<file path="config.mk">
export PLATFORM = sky130hd
export DESIGN_NAME = efx_fifo_fwft_rd_ctl
export DESIGN_NICKNAME = d
export VERILOG_FILES = /design/src/rtl/efx_fifo_fwft_rd_ctl_pkg.sv /design/src/rtl/efx_fifo_fwft_rd_ctl_skid2.sv /design/src/rtl/efx_fifo_fwft_rd_ctl.sv
export SDC_FILE = /design/constraint.sdc
export NUM_CORES = 1
export LEC_CHECK = 0
export CORE_MARGIN = 3
export CORE_UTILIZATION = 53
export CTS_CLUSTER_DIAMETER = 30
export DETAILED_ROUTE_END_ITERATION = 16
export PLACE_DENSITY_LB_ADDON = 0.08
export SLEW_MARGIN = 20
export SYNTH_ARGS = -nofsm -noshare
export SYNTH_HDL_FRONTEND = slang
export SYNTH_HIERARCHICAL = 1
export SYNTH_SLANG_ARGS = --single-unit
</file>
<file path="constraint.sdc">
create_clock -name clk_i -period 4.5 [get_ports clk_i]
set_input_delay 0.9 -clock clk_i [delete_from_list [all_inputs] [get_ports clk_i]]
set_output_delay 0.9 -clock clk_i [all_outputs]
set_load 0.1 [all_outputs]
</file>
<file path="src/rtl/efx_fifo_fwft_rd_ctl_pkg.sv">
// ---------------------------------------------------------------------------
// efx_fifo_fwft_rd_ctl_pkg
//   Shared definitions for the FWFT read-side controller:
//     buf_state_t  - output buffer occupancy states (2-bit encodings, value ==
//                    number of words held)
//     depth2width  - address width needed for a given FIFO depth
//     bin2gray     - binary to reflected Gray conversion (32-bit, callers cast)
// ---------------------------------------------------------------------------
package efx_fifo_fwft_rd_ctl_pkg;

  typedef enum logic [1:0] {
    BUF_EMPTY = 2'd0,
    BUF_ONE   = 2'd1,
    BUF_TWO   = 2'd2
  } buf_state_t;

  function automatic int unsigned depth2width(input int unsigned depth);
    return (depth <= 32'd2) ? 32'd1 : 32'($clog2(depth));
  endfunction

  function automatic logic [31:0] bin2gray(input logic [31:0] bin);
    return bin ^ (bin >> 1);
  endfunction

endpackage

</file>
<file path="src/rtl/efx_fifo_fwft_rd_ctl_skid2.sv">
// ---------------------------------------------------------------------------
// efx_fifo_skid2
//   Two-entry head/skid register pair with occupancy FSM. The head register
//   is the word presented to the user; the skid register absorbs one RAM
//   return that arrives while the head is still held.
// Ports
//   clk_i       in   clock
//   a_rst_n_i   in   asynchronous reset, active low
//   ret_i       in   RAM read data returning this cycle
//   ret_data_i  in   returning RAM word
//   pop_i       in   head consumed this cycle (only meaningful when valid_o)
//   head_o      out  head word, registered
//   valid_o     out  head word valid
//   occ_o       out  words held: 0, 1 or 2
// ---------------------------------------------------------------------------
module efx_fifo_skid2
  import efx_fifo_fwft_rd_ctl_pkg::*;
#(
  parameter int DATA_WIDTH = 32
) (
  input  logic                  clk_i,
  input  logic                  a_rst_n_i,
  input  logic                  ret_i,
  input  logic [DATA_WIDTH-1:0] ret_data_i,
  input  logic                  pop_i,
  output logic [DATA_WIDTH-1:0] head_o,
  output logic                  valid_o,
  output logic [1:0]            occ_o
);

  buf_state_t            state_q, state_d;
  logic [DATA_WIDTH-1:0] head_q, head_d;
  logic [DATA_WIDTH-1:0] skid_q, skid_d;

  always_comb begin
    state_d = state_q;
    head_d  = head_q;
    skid_d  = skid_q;
    unique case (state_q)
      BUF_EMPTY: begin
        if (ret_i) begin
          head_d  = ret_data_i;
          state_d = BUF_ONE;
        end
      end
      BUF_ONE: begin
        if (ret_i && !pop_i) begin
          skid_d  = ret_data_i;
          state_d = BUF_TWO;
        end else if (ret_i && pop_i) begin
          head_d  = ret_data_i;
        end else if (pop_i) begin
          state_d = BUF_EMPTY;
        end
      end
      BUF_TWO: begin
        // A return without a pop cannot happen here: the issue rule never
        // launches a read that would overflow the pair.
        if (pop_i) begin
          head_d = skid_q;
          if (ret_i) begin
            skid_d = ret_data_i;
          end else begin
            state_d = BUF_ONE;
          end
        end
      end
      default: state_d = BUF_EMPTY;
    endcase
  end

  always_ff @(posedge clk_i or negedge a_rst_n_i) begin
    if (!a_rst_n_i) begin
      state_q <= BUF_EMPTY;
      head_q  <= '0;
      skid_q  <= '0;
    end else begin
      state_q <= state_d;
      head_q  <= head_d;
      skid_q  <= skid_d;
    end
  end

  assign head_o  = head_q;
  assign valid_o = (state_q != BUF_EMPTY);
  assign occ_o   = state_q;

  no_overflow_a : assert property (@(posedge clk_i) disable iff (!a_rst_n_i)
                                   !(state_q == BUF_TWO && ret_i && !pop_i))
    else $error("efx_fifo_skid2: RAM return into a full buffer");

endmodule

</file>
<file path="src/rtl/efx_fifo_fwft_rd_ctl.sv">
// ---------------------------------------------------------------------------
// efx_fifo_fwft_rd_ctl
//   Read-side controller for the FIFO RAM. Issues RAM reads from the empty
//   flag, prefetches into a 2-entry buffer and presents first-word-fall-
//   through data with a valid/pop handshake at one word per cycle.
// Ports
//   clk_i           in   read clock
//   a_rst_n_i       in   asynchronous reset, active low
//   empty_i         in   FIFO empty flag, same clock
//   ram_rdata_i     in   RAM read data, valid one cycle after rd_ram_o
//   rd_en_i         in   user pop, effective only while rd_valid_o
//   rd_ram_o        out  RAM read enable
//   rd_adr_o        out  RAM read address, binary, registered
//   rd_adr_gray_o   out  Gray copy of rd_adr_o (0 when SYNC_CLK=1)
//   rd_data_o       out  head word, registered
//   rd_valid_o      out  head word valid
//   underflow_o     out  one-cycle pulse for rd_en_i while not valid
//   prefetch_cnt_o  out  words held in the output buffer
// ---------------------------------------------------------------------------
module efx_fifo_fwft_rd_ctl
  import efx_fifo_fwft_rd_ctl_pkg::*;
#(
  parameter int DEPTH      = 1024,
  parameter int ADDR_WIDTH = int'(depth2width(DEPTH)),
  parameter int DATA_WIDTH = 32,
  parameter int SYNC_CLK   = 1
) (
  input  logic                  clk_i,
  input  logic                  a_rst_n_i,
  input  logic                  empty_i,
  input  logic [DATA_WIDTH-1:0] ram_rdata_i,
  input  logic                  rd_en_i,
  output logic                  rd_ram_o,
  output logic [ADDR_WIDTH-1:0] rd_adr_o,
  output logic [ADDR_WIDTH-1:0] rd_adr_gray_o,
  output logic [DATA_WIDTH-1:0] rd_data_o,
  output logic                  rd_valid_o,
  output logic                  underflow_o,
  output logic [1:0]            prefetch_cnt_o
);

  localparam logic [ADDR_WIDTH-1:0] LAST_ADR   = ADDR_WIDTH'(DEPTH - 1);
  localparam bit                    WRAP_EARLY = (DEPTH != (2 ** ADDR_WIDTH));

  logic                  inflight_q;
  logic                  underflow_q;
  logic [ADDR_WIDTH-1:0] rd_adr_q, rd_adr_d;
  logic                  pop;
  logic                  issue;
  logic                  valid;
  logic [1:0]            occ;

  assign pop = rd_en_i & valid;

  // Keep buffered plus in-flight words at most two, unless a pop frees a
  // slot this same cycle. Gated by reset so no read is issued while held.
  assign issue = a_rst_n_i & ~empty_i &
                 ((({1'b0, occ} + {2'b00, inflight_q}) < 3'd2) | pop);

  always_comb begin
    rd_adr_d = rd_adr_q;
    if (issue) begin
      if (WRAP_EARLY && (rd_adr_q == LAST_ADR)) begin
        rd_adr_d = '0;
      end else begin
        rd_adr_d = rd_adr_q + ADDR_WIDTH'(1);
      end
    end
  end

  always_ff @(posedge clk_i or negedge a_rst_n_i) begin
    if (!a_rst_n_i) begin
      inflight_q  <= 1'b0;
      underflow_q <= 1'b0;
      rd_adr_q    <= '0;
    end else begin
      inflight_q  <= issue;
      underflow_q <= rd_en_i & ~valid;
      rd_adr_q    <= rd_adr_d;
    end
  end

  // Gray register is loaded from the next binary address so both outputs
  // change on the same edge.
  if (SYNC_CLK == 0) begin : g_gray
    logic [ADDR_WIDTH-1:0] rd_adr_gray_q;
    always_ff @(posedge clk_i or negedge a_rst_n_i) begin
      if (!a_rst_n_i) begin
        rd_adr_gray_q <= '0;
      end else begin
        rd_adr_gray_q <= ADDR_WIDTH'(bin2gray(32'(rd_adr_d)));
      end
    end
    assign rd_adr_gray_o = rd_adr_gray_q;
  end else begin : g_no_gray
    assign rd_adr_gray_o = '0;
  end

  efx_fifo_skid2 #(
    .DATA_WIDTH (DATA_WIDTH)
  ) u_skid2 (
    .clk_i      (clk_i),
    .a_rst_n_i  (a_rst_n_i),
    .ret_i      (inflight_q),
    .ret_data_i (ram_rdata_i),
    .pop_i      (pop),
    .head_o     (rd_data_o),
    .valid_o    (valid),
    .occ_o      (occ)
  );

  assign rd_ram_o       = issue;
  assign rd_adr_o       = rd_adr_q;
  assign rd_valid_o     = valid;
  assign underflow_o    = underflow_q;
  assign prefetch_cnt_o = occ;

endmodule

</file>
Yosys cells after proc, flatten, opt, wreduce, memory -nomap -nowiden
Cells that the tools add are included.

cells by class
  order comparisons = 1
  add/subtract/negate cells = 2
  equality and inequality tests = 11
  bitwise operators = 7
  mux-type cells = 15
  reductions and logical operators = 10

operator list
  cell                                                        number
  two-way mux 32 bit                                          6
  case mux 32 bit (3 select lines)                            1
  case mux 32 bit (2 select lines)                            1
  two-way mux 2 bit                                           6
  adder 10 x 1 -> 10 bit, second input constant               1
  != test 2 bit, second input constant                        5
  AND reduction 5 bit                                         2
  != test 3 x 2 -> 1 bit, second input constant               2
  case mux 2 bit (3 select lines)                             1
  bitwise AND 1 bit                                           4
  != test 2 x 1 -> 1 bit, second input constant               2
  AND reduction 4 bit                                         1
  nonzero test 2 bit                                          2
  adder 2 x 1 -> 3 bit                                        1
  less-than comparator 3 x 2 -> 1 bit, second input constant  1
  nonzero test 3 bit                                          1
  == test 2 x 1 -> 1 bit, second input constant               1
  == test 2 bit, second input constant                        1
  logical AND 1 bit                                           2
  zero test 2 bit                                             1
  NOT 1 bit                                                   2
  zero test 1 bit                                             1
  bitwise OR 1 bit                                            1

word-level totals
  output and inout bits = 57
  logic and storage cells = 52
  flip-flop bits (word level) = 78

Logic depth before layout (Yosys ltp)
  word-level depth = 6
  depth in mapped cells = 7
  depth with buffers taken out = 6

By module
The synthesis kept the hierarchy.

modules (own cells, without submodules)
  module                area each (sq um)  cells each  times used  sequential area each (sq um)
  efx_fifo_skid2        3055.4             186         1           1651.6
  efx_fifo_fwft_rd_ctl  704.4              56          1           300.3

Worst setup path after synthesis
No wires, ideal clock.

  kind = flip-flop to output port
  start point = reg u_skid2.state_q[0] (netlist: u_skid2/occ_o[0])
  end point = out rd_ram_o
  setup slack = 645 ps
  required time = 3600 ps
  data arrival time = 2955 ps
  buffers on the path = 0
  cell stages (with the launch flop) = 4
  path through = dfrtp_1 or2_2 nand2_2 a21oi_2

on the way
  longest elaborated chain between the ends = 4
  elaborated cells on any way between the ends = 6
  those cells by class = add/sub (1); order compare (1); bitwise (3); reduce/logical (1)

ends and longest elaborated chain
  what                      RTL line                          source
  start: declaration        efx_fifo_fwft_rd_ctl_skid2.sv:31  buf_state_t state_q, state_d;
  start signal: assignment  efx_fifo_fwft_rd_ctl_skid2.sv:78  state_q <= state_d;
  nonzero test 2 bit        efx_fifo_fwft_rd_ctl_skid2.sv:85  assign valid_o = (state_q != BUF_EMPTY);
  named net rd_valid_o      efx_fifo_fwft_rd_ctl.sv:37        output logic rd_valid_o,
  bitwise AND 1 bit         efx_fifo_fwft_rd_ctl.sv:53        assign pop = rd_en_i & valid;
  bitwise OR 1 bit          efx_fifo_fwft_rd_ctl.sv:58        ((({1'b0, occ} + {2'b00, inflight_q}) < 3'd2) | pop);
  bitwise AND 1 bit         efx_fifo_fwft_rd_ctl.sv:57        assign issue = a_rst_n_i & ~empty_i &
  end: declaration          efx_fifo_fwft_rd_ctl.sv:33        output logic rd_ram_o,

The timed path passes the listed nets, and every way through them passes these cells.

Worst setup path in the final report
  start point = in rd_en_i
  end point = out rd_ram_o

on the way
  longest elaborated chain between the ends = 3

ends and longest elaborated chain
  what                RTL line                    source
  start: declaration  efx_fifo_fwft_rd_ctl.sv:32  input logic rd_en_i,
  bitwise AND 1 bit   efx_fifo_fwft_rd_ctl.sv:53
  bitwise OR 1 bit    efx_fifo_fwft_rd_ctl.sv:58
  bitwise AND 1 bit   efx_fifo_fwft_rd_ctl.sv:57

No other way between the ends.

==> metrics.txt <==
endpoints failing setup=0; Synth Register Bits=78; sequential share of the synthesized area=0.5191; Antenna diodes=0; async set-reset flop share out of synthesis=1.000; status=completed; R2R Setup Slk=1.72 ns; drt first pass iters=4; final max-slew violation count=0; share of the synthesized area in the top cell type=0.5191; CTS H-Tree Depth=3; initial drt markers=81; Site Rows=30; DRT Wirelength=6.919 mm; Final HPWL DP=4.462 mm; Worst setup startpoint=rd_en_i; Hold Vio Cnt, Final=0; worst r2r dst=u_skid2/skid_q[0]; pin count of the biggest net entering global routing=73; Max Fclk=319.3 MHz; Final Util=0.7055; total die area=8141 sq um; Layout area overhead=28.19%; Synth area leaders=dfrtp_1 52%, mux2_2 19%, mux2_4 12%, buf_4 2.6%, a2111oi_4 2.2%; antenna violations before repair=0; CTS Buffer Depth=2; crit path kind=in -> out; Placer Congestion=0.7156; first-pass GRT wire length=12.15 mm; nets=364; FF-to-FF Start=u_skid2/occ_o[1]; Yosys top cell by area=dfrtp_1; Final Skew=0.006343 ns; vias in the first global route=2349; Core Box Area=6832 sq um; Tcrit/Tclk final=0.6959; layout cells sized above 1=0.3855; worst slew pin tran=1.000 ns; cts repair resizes=0; die height=90.23 um; CP endpoint=rd_ram_o; Avg Vias per Cell=5.124; top post-synthesis cells by count=78 x dfrtp_1, 65 x mux2_2, 30 x mux2_4, 13 x buf_4, 9 x xor2_1; yosys warns=6; CTS root buf=clkbuf_8; TNS Setup=0 ns; Synth Area per Inst=15.54 sq um; DRC=0; Post-Syn Area=3760 sq um; boundary pin count=93; ANT nets after route=0; Critical Path Source Type=input pin; # port buffers=82; RSZ-0062 raised after global routing=no; Clock Latency Late Sink=0.34 ns; Cells after Synth=242; post-layout min period=3.131 ns; Num CTS Buffers=9; Sink Count=78; Yosys cell types=33; slew margin rel.=0.3310; Setup crit end kind=output port; Main synth FF type=dfrtp_1; Crit Path Max Fanout=10; DR WL/cell=16.17 um; Worst-path clk slew=0.08 ns; EDFF count, synth=0; total number of vias=2193; Die Wd=90.23 um; Hold Path Class=in -> async; top-count cell post-synth=dfrtp_1; number of max-cap violations=0; placed cell areas=4596 sq um; gr usage total=0.1868; CP Data Required Time=3.60 ns; fin area=4820 sq um; Initial Utilization=0.5504; Post-CTS Setup Bufs=0; CP Data Arrival Time=2.23 ns; CTS Hold Bufs=0; GR Overflow Total=0; R2R depth=7; CTS tree=built
-- worst max-delay path, stage by stage --
cell	delay, ns
clkdlybuf4s50_1	0.48
nand2_2	0.19
a21oi_2	0.31
buf_4	0.34
-- stage by stage --
stage / hold WS (ns) / cells / worst slack (ns)
floorplan: 0.4750 / 251 / 0.6449
global placement: 0.4556 / 412 / 1.170
global route: 0.3572 / 428 / 1.283
finish: 0.3788 / 428 / 1.369
detailed placement: 0.4653 / 412 / 1.111
CTS: 0.3624 / 428 / 1.360
-- how the worst min path moves through the flow --
stage,endpoint,slack [ns]
2_1_floorplan,u_skid2/skid_q[0],0.47
3_3_place_gp,rd_adr_o[9],0.46
3_5_place_dp,rd_adr_o[9],0.47
4_1_cts,rd_adr_o[8],0.36
5_1_grt,rd_adr_o[7],0.36
6_report,rd_adr_o[8],0.38
-- routing by layer --
metal,routed length (um),share of wire,GRT usage
met2,3489,0.50,0.2956
met4,53,0.0077,0.04592
met1,3039,0.44,0.2490
met5,0,0,0
met3,337,0.049,0.06360
-- sequential cells by signal, summed over array words and instances, names as in the netlist --
register	flops
u_skid2/occ_o	2
underflow_o	1
inflight_q	1
u_skid2/skid_q	32
u_skid2/head_o	32
rd_adr_o	10
-- layout by cell type (no fill, tap or decap), types with 2 or more instances in the layout --
master / netlist / routed
clkdlybuf4s50_1: 0 / 80
dfrtp_1: 78 / 78
mux2_2: 65 / 65
mux2_4: 30 / 30
conb_1: 1 / 10
clkbuf_8: 0 / 10
xor2_1: 9 / 9
a211oi_1: 5 / 5
buf_4: 13 / 4
inv_1: 3 / 3
nand2b_1: 3 / 3
nand2_1: 3 / 3
a2111oi_4: 3 / 3
clkinvlp_4: 0 / 3
nor2b_1: 3 / 2
bufinv_16: 0 / 2
mux2_1: 2 / 2
-- kinds of logic after synthesis --
kind of cell             after synthesis  synth area share
AO/OA/AOI/OAI                         16           0.05391
XOR/XNOR                               9           0.02097
adder cells (fa/ha/maj)                1          0.003327
buffers and inverters                 23           0.04991
flip-flops                            78            0.5191
multiplexers                          97            0.3205
other                                  1         0.0009974
AND/OR/NAND/NOR                       17           0.03128
-- cell type report --
class,instances,area [sq um]
fill,504,2012
inverter,3,11.26
tap,96,120.1
clock buffer,11,141.4
timing repair buffer,85,850.8
multi-input combinational,150,1662
clock inverter,5,82.58
sequential,78,1952
Power is not shown: default switching activity piles up to over one toggle a cycle in this logic, so the estimate is an artifact.
